`src/rtl/axi_sample_pkg.sv`:
```
// Shared channel codes, filter nibble layout and state encoding for the AXI sample
// capture scheduler.
package axi_sample_pkg;

  localparam int unsigned NUM_CH = 4;

  localparam logic [1:0] CH_WADDR = 2'd0;
  localparam logic [1:0] CH_WDATA = 2'd1;
  localparam logic [1:0] CH_RADDR = 2'd2;
  localparam logic [1:0] CH_RDATA = 2'd3;

  localparam logic [3:0] BASE_WADDR = 4'd15;
  localparam logic [3:0] BASE_WDATA = 4'd11;
  localparam logic [3:0] BASE_RADDR = 4'd7;
  localparam logic [3:0] BASE_RDATA = 4'd3;

  typedef enum logic [1:0] {
    StIdle  = 2'b00,
    StRun   = 2'b01,
    StDrain = 2'b10
  } smp_state_e;

  function automatic int unsigned REC_W(int unsigned dw);
    return dw + 4;
  endfunction

  // Bit of the config vector that enables a given channel/selector combination.
  function automatic logic [3:0] conf_idx(logic [1:0] chan, logic [1:0] sel);
    logic [3:0] base;
    case (chan)
      CH_WADDR: base = BASE_WADDR;
      CH_WDATA: base = BASE_WDATA;
      CH_RADDR: base = BASE_RADDR;
      default:  base = BASE_RDATA;
    endcase
    return base - {2'b00, sel};
  endfunction

endpackage

```
`src/rtl/sample_fifo.sv`:
```
// Synchronous capture FIFO; a push into a full FIFO is accepted only alongside a pop.
module sample_fifo #(
  parameter int unsigned WIDTH = 36,
  parameter int unsigned DEPTH = 8
) (
  input  logic                     clk,
  input  logic                     rst,
  input  logic                     flush,
  input  logic                     push,
  input  logic [WIDTH-1:0]         wdata,
  input  logic                     pop,
  output logic [WIDTH-1:0]         rdata,
  output logic                     full,
  output logic                     empty,
  output logic [$clog2(DEPTH):0]   level
);

  localparam int unsigned AW = $clog2(DEPTH);
  localparam int unsigned LW = AW + 1;

  logic [WIDTH-1:0] mem_q [DEPTH];
  logic [AW-1:0]    wr_ptr_q, rd_ptr_q;
  logic [LW-1:0]    cnt_q;
  logic             do_push, do_pop;

  assign full    = (cnt_q == LW'(DEPTH));
  assign empty   = (cnt_q == '0);
  assign do_pop  = pop & ~empty;
  assign do_push = push & (~full | do_pop);
  assign level   = cnt_q;
  // Head is forced to zero while empty so the record output is clean out of reset.
  assign rdata   = empty ? '0 : mem_q[rd_ptr_q];

  always_ff @(posedge clk) begin
    if (rst || flush) begin
      wr_ptr_q <= '0;
      rd_ptr_q <= '0;
      cnt_q    <= '0;
    end else begin
      if (do_push) wr_ptr_q <= wr_ptr_q + AW'(1);
      if (do_pop)  rd_ptr_q <= rd_ptr_q + AW'(1);
      cnt_q <= cnt_q + LW'(do_push) - LW'(do_pop);
    end
  end

  always_ff @(posedge clk) begin
    if (do_push) mem_q[wr_ptr_q] <= wdata;
  end

endmodule

```
`src/rtl/axi_sample_ctrl.sv`:
```
// Capture scheduler: filters AXI4-lite handshakes, holds one hit per channel and
// round-robins the holders into the readout FIFO.
module axi_sample_ctrl
  import axi_sample_pkg::*;
#(
  parameter int unsigned DW           = 32,
  parameter int unsigned DEPTH        = 8,
  parameter int unsigned CNTW         = 16,
  parameter bit          STOP_ON_FULL = 1'b0
) (
  input  logic                    clk,
  input  logic                    rst,
  input  logic [15:0]             sample_conf_ctrl,
  input  logic                    arm,
  input  logic                    stop,
  input  logic                    clear,
  input  logic                    awvalid,
  input  logic                    wvalid,
  input  logic                    arvalid,
  input  logic                    rvalid,
  input  logic                    awready,
  input  logic                    wready,
  input  logic                    arready,
  input  logic                    rready,
  input  logic [DW-1:0]           awpayld,
  input  logic [DW-1:0]           wpayld,
  input  logic [DW-1:0]           arpayld,
  input  logic [DW-1:0]           rpayld,
  input  logic [2:0]              awprot,
  input  logic [2:0]              wprot,
  input  logic [2:0]              arprot,
  input  logic [2:0]              rprot,
  output logic                    smp_valid,
  input  logic                    smp_ready,
  output logic [REC_W(DW)-1:0]    smp_rec,
  output logic [1:0]              state,
  output logic [$clog2(DEPTH):0]  level,
  output logic [CNTW-1:0]         drop_cnt
);

  localparam int unsigned RW   = REC_W(DW);
  localparam int unsigned SUMW = CNTW + 1;

  logic [NUM_CH-1:0] ch_valid, ch_ready;
  logic [DW-1:0]     ch_payld [NUM_CH];
  logic [2:0]        ch_prot  [NUM_CH];
  logic [1:0]        ch_sel   [NUM_CH];

  smp_state_e        state_q;
  logic [NUM_CH-1:0] hit, drop, grant, hold_vld_q;
  logic [RW-1:0]     hold_rec_q [NUM_CH];
  logic [1:0]        rr_q, grant_idx, arb_idx;
  logic              grant_any, fifo_full, fifo_empty, fifo_room, pop;
  logic [2:0]        drop_n;
  logic [SUMW-1:0]   drop_sum;
  logic [CNTW-1:0]   drop_cnt_q, drop_cnt_d;
  logic              unused_prot;

  assign ch_valid    = {rvalid, arvalid, wvalid, awvalid};
  assign ch_ready    = {rready, arready, wready, awready};
  assign ch_payld[0] = awpayld;
  assign ch_payld[1] = wpayld;
  assign ch_payld[2] = arpayld;
  assign ch_payld[3] = rpayld;
  assign ch_prot[0]  = awprot;
  assign ch_prot[1]  = wprot;
  assign ch_prot[2]  = arprot;
  assign ch_prot[3]  = rprot;
  assign unused_prot = ^{awprot[1], wprot[1], arprot[1], rprot[1]};

  always_comb begin
    for (int i = 0; i < NUM_CH; i++) begin
      ch_sel[i] = {ch_prot[i][0], ch_prot[i][2]};
      hit[i]    = ch_valid[i] & ch_ready[i] & (state_q == StRun)
                & sample_conf_ctrl[conf_idx(2'(i), ch_sel[i])];
    end
  end

  assign pop       = smp_valid & smp_ready;
  assign fifo_room = ~fifo_full | pop;

  // First full holder at or after the round-robin pointer wins.
  always_comb begin
    grant     = '0;
    grant_idx = rr_q;
    grant_any = 1'b0;
    arb_idx   = rr_q;
    for (int k = 0; k < NUM_CH; k++) begin
      arb_idx = rr_q + 2'(k);
      if (!grant_any && hold_vld_q[arb_idx]) begin
        grant_any = 1'b1;
        grant_idx = arb_idx;
      end
    end
    if (!fifo_room) grant_any = 1'b0;
    if (grant_any) grant[grant_idx] = 1'b1;
  end

  assign drop = hit & hold_vld_q & ~grant;

  always_comb begin
    drop_n = '0;
    for (int i = 0; i < NUM_CH; i++) drop_n = drop_n + 3'(drop[i]);
    drop_sum   = {1'b0, drop_cnt_q} + SUMW'(drop_n);
    drop_cnt_d = drop_sum[CNTW] ? '1 : drop_sum[CNTW-1:0];
  end

  always_ff @(posedge clk) begin
    if (rst || clear) begin
      state_q    <= StIdle;
      hold_vld_q <= '0;
      rr_q       <= CH_WADDR;
      drop_cnt_q <= '0;
      for (int i = 0; i < NUM_CH; i++) hold_rec_q[i] <= '0;
    end else begin
      for (int i = 0; i < NUM_CH; i++) begin
        if (hit[i] && (!hold_vld_q[i] || grant[i])) begin
          hold_vld_q[i] <= 1'b1;
          hold_rec_q[i] <= {2'(i), ch_sel[i], ch_payld[i]};
        end else if (grant[i]) begin
          hold_vld_q[i] <= 1'b0;
        end
      end
      if (grant_any) rr_q <= grant_idx + 2'd1;
      drop_cnt_q <= drop_cnt_d;
      unique case (state_q)
        StIdle:  if (arm && !stop) state_q <= StRun;
        StRun:   if (stop || (STOP_ON_FULL && (|drop))) state_q <= StDrain;
        StDrain: if (hold_vld_q == '0) state_q <= StIdle;
        default: state_q <= StIdle;
      endcase
    end
  end

  sample_fifo #(
    .WIDTH (RW),
    .DEPTH (DEPTH)
  ) u_fifo (
    .clk   (clk),
    .rst   (rst),
    .flush (clear),
    .push  (grant_any),
    .wdata (hold_rec_q[grant_idx]),
    .pop   (pop),
    .rdata (smp_rec),
    .full  (fifo_full),
    .empty (fifo_empty),
    .level (level)
  );

  assign smp_valid = ~fifo_empty;
  assign state     = state_q;
  assign drop_cnt  = drop_cnt_q;

endmodule

```
`config.mk`:
```
export PLATFORM = sky130hd
export DESIGN_NAME = axi_sample_ctrl
export DESIGN_NICKNAME = d
export VERILOG_FILES = /design/src/rtl/axi_sample_pkg.sv /design/src/rtl/sample_fifo.sv /design/src/rtl/axi_sample_ctrl.sv
export SDC_FILE = /design/constraint.sdc
export NUM_CORES = 1
export LEC_CHECK = 0
export ABC_AREA = 1
export BUFFER_PORTS_ARGS = -buffer_cell sky130_fd_sc_hd__buf_2
export CAP_MARGIN = 40
export CORE_MARGIN = 2
export CORE_UTILIZATION = 64
export DETAILED_ROUTE_END_ITERATION = 8
export HOLD_SLACK_MARGIN = 0.15
export PLACE_DENSITY_LB_ADDON = 0.25
export SYNTH_ARGS = -nofsm -noshare
export SYNTH_HDL_FRONTEND = slang
export SYNTH_HIERARCHICAL = 1
export SYNTH_SLANG_ARGS = --single-unit
export TNS_END_PERCENT = 100
```
`constraint.sdc`:
```
create_clock -name clk -period 11.1 [get_ports clk]
set_input_delay 0.555 -clock clk [delete_from_list [all_inputs] [get_ports clk]]
set_output_delay 0.555 -clock clk [all_outputs]
set_load 0.005 [all_outputs]
```
==> results.json, run 1 <==
{
  "clock_path_buffers": 3,
  "multi_input_comb_area_mm2": 0.00603,
  "netlist_area_mm2": 0.0211,
  "syn_nets": 2435,
  "layout_min_cycle_time_ps": 5620,
  "status": "finished, final reports clean",
  "antenna_left": 0,
  "drt_wl_total_um": 46800,
  "cp-end-kind": "register",
  "arrival_ps": 6090,
  "yosys.cell_types.count": 39,
  "synthFlopType": "edfxtp_1",
  "cellPowerDensity_mw_per_mm2": 147,
  "yosysTopAreaCell": "edfxtp_1",
  "post_cts_resized": 0,
  "start_util": 0.650,
  "cp_max_fo": 74,
  "htreeDepth": 2,
  "grt_max_degree": 91,
  "dp_hpwl_um": 28500,
  "syn_inst": 2249,
  "slew_viol_final": 0,
  "peakVddDrop_mv": 0.125,
  "relSlewSlack": 0.395,
  "grt_pass1_vias": 14600,
  "clk_pin_slew_ps": 60,
  "port_buffers": 224,
  "fp.dieArea_mm2": 0.0345,
  "cts_root_buffer": "clkbuf_16",
  "required_ps": 11570,
  "cap_violations": 0,
  "design_area_mm2": 0.0240,
  "drt_first_pass_iters": 6,
  "synth_top_area_frac": 0.604,
  "setup-tns-final_ps": 0,
  "cts-hold-fix-buffers": 0,
  "cts_buffers": 45,
  "fin_total_pwr_w": 0.00352,
  "cts_tree": "done",
  "fp.dieH_um": 186,
  "vias": 15500,
  "start_kind": "register",
  "min_path_type": "in2reg",
  "drive_above_1_share": 0.140,
  "hold_violations": 0,
  "grt_use_met2": 0.462,
  "cts_post_setup_buffers_inserted": 0,
  "yosysMostFrequentCell": "nand2_1",
  "syn_avg_cell_area_um2": 9.40,
  "yosysSeqAreaShare": 0.641,
  "nNetsFinal": 2628,
  "rsz0062_at_grt": "false",
  "gr-usage-met3": 0.0382,
  "coreArea_mm2": 0.0325,
  "yosys_warnings": 6,
  "ios": 229,
  "track_usage": 0.276,
  "drt_iter0_drc": 1801,
  "final_util": 0.736,
  "tightest_slew_ps": 908,
  "wire_per_inst_um": 16.0,
  "ys_seq_elements": 464,
  "fp.dieW_um": 186,
  "dpl_cell_area_mm2": 0.0225,
  "synth.area.top_cells": "edfxtp_1 (60%), nand2_1 (10%), nor2_1 (9.3%)",
  "gr-usage-met1": 0.373,
  "p_leak_nw": 10.6,
  "clock_skew_ps": 8.00,
  "area_delta_synth_final_pct": 13.3,
  "grt_pass1_wl_um": 73300,
  "viasPerCell": 5.30,
  "filler_cell_count": 2206,
  "fmax_mhz": 178,
  "seqCellArea_mm2": 0.0136,
  "antenna_found_initial": 0,
  "fin_crit_sh": 0.506,
  "clk_latency_ps": 540,
  "async_flop_share": 0,
  "fp-row-count": 66,
  "drc": 0,
  "gp_congestion": 0.882,
  "overflow": 0,
  "synthTopCellsByCount": "nand2_1 (562), nor2_1 (521), edfxtp_1 (425), inv_1 (271), nand3_1 (135)",
  "setup_viol": 0,
  "cts_sinks": 464,
  "path_class": "reg2reg",
  "synth_edf_count": 425,
  "top_usage_layer": "met2"
}
==> worst paths after layout <==
path	cells after the start	end	startpoint	slack, ps
min reg2reg	2	hold_rec_q[2][35]	hold_rec_q[2][35]	450
max	25	drop_cnt[8]	rr_q[0]	5480
min	2	state[0]	stop	210
max reg2reg	25	drop_cnt[8]	rr_q[0]	5480
==> kinds of logic (layout without fill, tap and decap cells) <==
group,Yosys count,in the layout,share of synthesized area
AND/OR/NAND/NOR,1257,1257,0.238
flip-flops,464,464,0.641
adder cells (fa/ha/maj),16,16,0.0109
buffers and inverters,379,608,0.0765
XOR/XNOR,8,8,0.00331
other,0,1,0
AO/OA/AOI/OAI,125,125,0.0308
==> worst max-delay path, cell delays in order, from the launching register on <==
cell,delay (ps)
dfxtp_1,600
inv_2,180
nand2_1,150
nand3_1,90
nand2_2,170
nand3_1,150
nand2_1,130
nand2_2,80
nand2_4,590
ha_1,260
inv_1,40
o21ai_0,410
inv_1,80
nand2_1,110
fa_1,420
inv_1,90
fa_1,240
fa_1,230
nand3_1,120
nor3b_1,420
nand2_1,190
nor2_1,210
nand2_1,270
o21ai_0,170
a21oi_1,60
nor2_1,70
==> layout make-up <==
class	count	area share
tap	442	0.0231
clock buffer	55	0.0503
clock inverter	28	0.00982
sequential	464	0.566
multi-input combinational	1406	0.252
timing repair buffer	249	0.0560
inverter	276	0.0434
antenna	1	0.000104
==> placed cells by master (no fill, tap or decap), types with 23 or more instances in the layout <==
cell,instances
nand2_1,562
nor2_1,517
edfxtp_1,425
inv_1,271
buf_2,224
nand3_1,135
o21ai_0,61
clkbuf_16,47
dfxtp_1,36
a21oi_1,30
o21ai_1,27
buf_4,23
==> stage by stage <==
stage / setup WS (ps) / hold WS [ps] / std cells
floorplan: 6310 / 427 / 2249
global placement: 5850 / 447 / 2835
detailed placement: 5620 / 445 / 2837
CTS: 5570 / 198 / 2920
global route: 4850 / 218 / 2920
finish: 5480 / 205 / 2921
==> state kept, by name, indices dropped and copies added, names as in the netlist, named ones only <==
register         count
state                2
drop_cnt            16
u_fifo/rd_ptr_q      3
rr_q                 2
hold_vld_q           4
u_fifo/wr_ptr_q      3
hold_rec_q         139
u_fifo/mem_q       288
u_fifo/level         4
==> per-layer routing <==
layer	routed length, um	part of all wire
met5	0	0
met4	1300	0.028
met3	4160	0.089
met2	22600	0.48
met1	18800	0.40
==> power by group <==
group          total [W]  internal [W]  switching [W]
Sequential       0.00193       0.00193     0.00000674
Combinational   0.000104     0.0000357      0.0000686
Clock            0.00148      0.000865       0.000619
Note: power is estimated with default switching activity, not from simulation.
==> run 2, diff against run 1 <==
CORE_UTILIZATION = 53   (was 64)
clock period = 4.7 ns   (was 11.1 ns; I/O delays follow)
==> results.json, run 2 (synthesized netlist as in run 1, its figures left out) <==
{
  "status": "finished, final reports clean",
  "port_buffers": 224,
  "area_delta_synth_final_pct": 21.8,
  "hold_violations": 0,
  "final_util": 0.651,
  "seqCellArea_mm2": 0.0136,
  "largest_reg_flops": 288,
  "filler_cell_count": 3011,
  "dp_hpwl_um": 30100,
  "dp.cells": 2932,
  "slowest_delay_ps": 640,
  "path_class": "reg2reg",
  "critical_path.top_delay_family": "buffers and inverters",
  "tightest_slew_ps": 856,
  "drt_iter0_drc": 1289,
  "drt_wl_total_um": 51200,
  "post_layout_nonfiller_instances": 3172,
  "min_path_type": "in2reg",
  "worst-path-buf-inv": 6,
  "final_common_cell": "nand2_1",
  "start_kind": "register",
  "top_register": "u_fifo/mem_q",
  "cp-end-kind": "register",
  "htreeDepth": 2,
  "cts_post_setup_buffers_inserted": 0,
  "peakVddDrop_mv": 0.263,
  "cp_max_fo": 9,
  "fin_crit_sh": 0.938,
  "grt_max_degree": 84,
  "clock_skew_ps": 16.5,
  "final_cell_mix": "nand2_1 (561), nor2_1 (517), edfxtp_1 (425)",
  "cpMaxStageDelayCell": "dlygate4sd3_1",
  "clk_pin_slew_ps": 60,
  "ios": 229,
  "gp_congestion": 0.838,
  "required_ps": 5190,
  "drc": 0,
  "clock_path_buffers": 3,
  "fp.dieH_um": 204,
  "wire_per_inst_um": 16.2,
  "p_leak_nw": 11.4,
  "cap_violations": 0,
  "overflow": 0,
  "vias": 16000,
  "clk_latency_ps": 560,
  "drive_above_1_share": 0.139,
  "antenna_left": 0,
  "slew_viol_final": 0,
  "antenna_found_initial": 0,
  "layout_min_cycle_time_ps": 4410,
  "arrival_ps": 4900,
  "antenna-diode-count": 0,
  "viasPerCell": 5.05,
  "relSlewSlack": 0.429,
  "cts_buffers": 46,
  "start_util": 0.535,
  "cts_sinks": 464,
  "coreArea_mm2": 0.0395,
  "cellPowerDensity_mw_per_mm2": 329,
  "fp-row-count": 73,
  "fp.dieArea_mm2": 0.0415,
  "fp.dieW_um": 204,
  "setup_viol": 0,
  "grt_pass1_wl_um": 80200,
  "track_usage": 0.248,
  "fin_total_pwr_w": 0.00847,
  "cts_tree": "done",
  "nNetsFinal": 2795,
  "drt_first_pass_iters": 5,
  "multi_input_comb_area_mm2": 0.00605,
  "cts_root_buffer": "clkbuf_16",
  "grt_pass1_vias": 15500,
  "crit_chain": "inv_1 -> or2_1 -> inv_1 -> nand4_1 -> dlygate4sd3_1 -> a31oi_1 -> dlygate4sd3_1 -> inv_1 -> nor2_1 -> fa_1 -> fa_2 -> nand3_1 -> nor3b_2 -> nand2_1 -> nor2_1 -> nand2_1 -> buf_4 -> o21ai_0 -> a21oi_1 -> nor2_1",
  "fmax_mhz": 227
}
run 2: changes by cell type in the layout (fill, tap and decap cells not counted), moves of 2 or more:
cell	previous run	this run
buf_4	23	34
dfxtp_2	1	4
dfxtp_1	36	34
clkinvlp_4	3	0
dlygate4sd3_1	0	154
clkinv_1	14	10
clkinv_2	8	10
clkbuf_1	8	13
run 2: final cells by class:
type	count	share of cell area
well taps	525	0.0255
repair buffers	415	0.116
clock inverters	26	0.00938
inverters	276	0.0404
clock buffers	60	0.0471
multi-input cells	1406	0.235
flip-flops and latches	464	0.526
run 2: path summary, 6_finish.rpt:
path	startpoint	to	slack (ps)	cells after the start
setup reg to reg	state[0]	drop_cnt[8]	290	20
hold / removal	sample_conf_ctrl[15]	hold_rec_q[0][32]	310	5
setup / recovery	state[0]	drop_cnt[8]	290	20
hold reg to reg	u_fifo/rd_ptr_q[0]	register	490	2
run 2: layer usage:
layer | wire length [um] | share of wire | global-route usage
met5 | 0 | 0 | 0
met4 | 976 | 0.019 | 0.0680
met3 | 3080 | 0.060 | 0.0345
met2 | 25200 | 0.49 | 0.425
met1 | 22000 | 0.43 | 0.332
run 2: what timing repair did:
item	4_1_cts	5_1_grt
setup endpoints to repair	0	14
endpoints found under the hold margin	158	0
gates resized for setup	0	7
hold buffers	154	0
run 2: power by group:
group          internal [W]  switching, W  leakage [nW]
clock network       0.00205       0.00150         0.715
logic              0.000165      0.000193          6.13
registers           0.00455     0.0000148          4.53
run 2: metrics by stage:
stage	hold WS, ps	instance area, um^2	setup WS, ps	setup TNS [ps]
2_1_floorplan	325	21100	-88.7	-12760
3_3_place_gp	429	22700	280	0
3_5_place_dp	447	22700	250	0
4_1_cts	317	25700	154	0
5_1_grt	323	25700	-10.5	-10.5
6_report	309	25700	292	0
run 2: worst register-to-register path, cell delays in order, from the launching register on:
cell,delay (ps)
dfxtp_1,330
inv_1,60
or2_1,200
inv_1,180
nand4_1,110
dlygate4sd3_1,570
a31oi_1,340
dlygate4sd3_1,640
inv_1,60
nor2_1,140
fa_1,250
fa_2,230
nand3_1,130
nor3b_2,260
nand2_1,140
nor2_1,190
nand2_1,120
buf_4,190
o21ai_0,80
a21oi_1,60
nor2_1,80
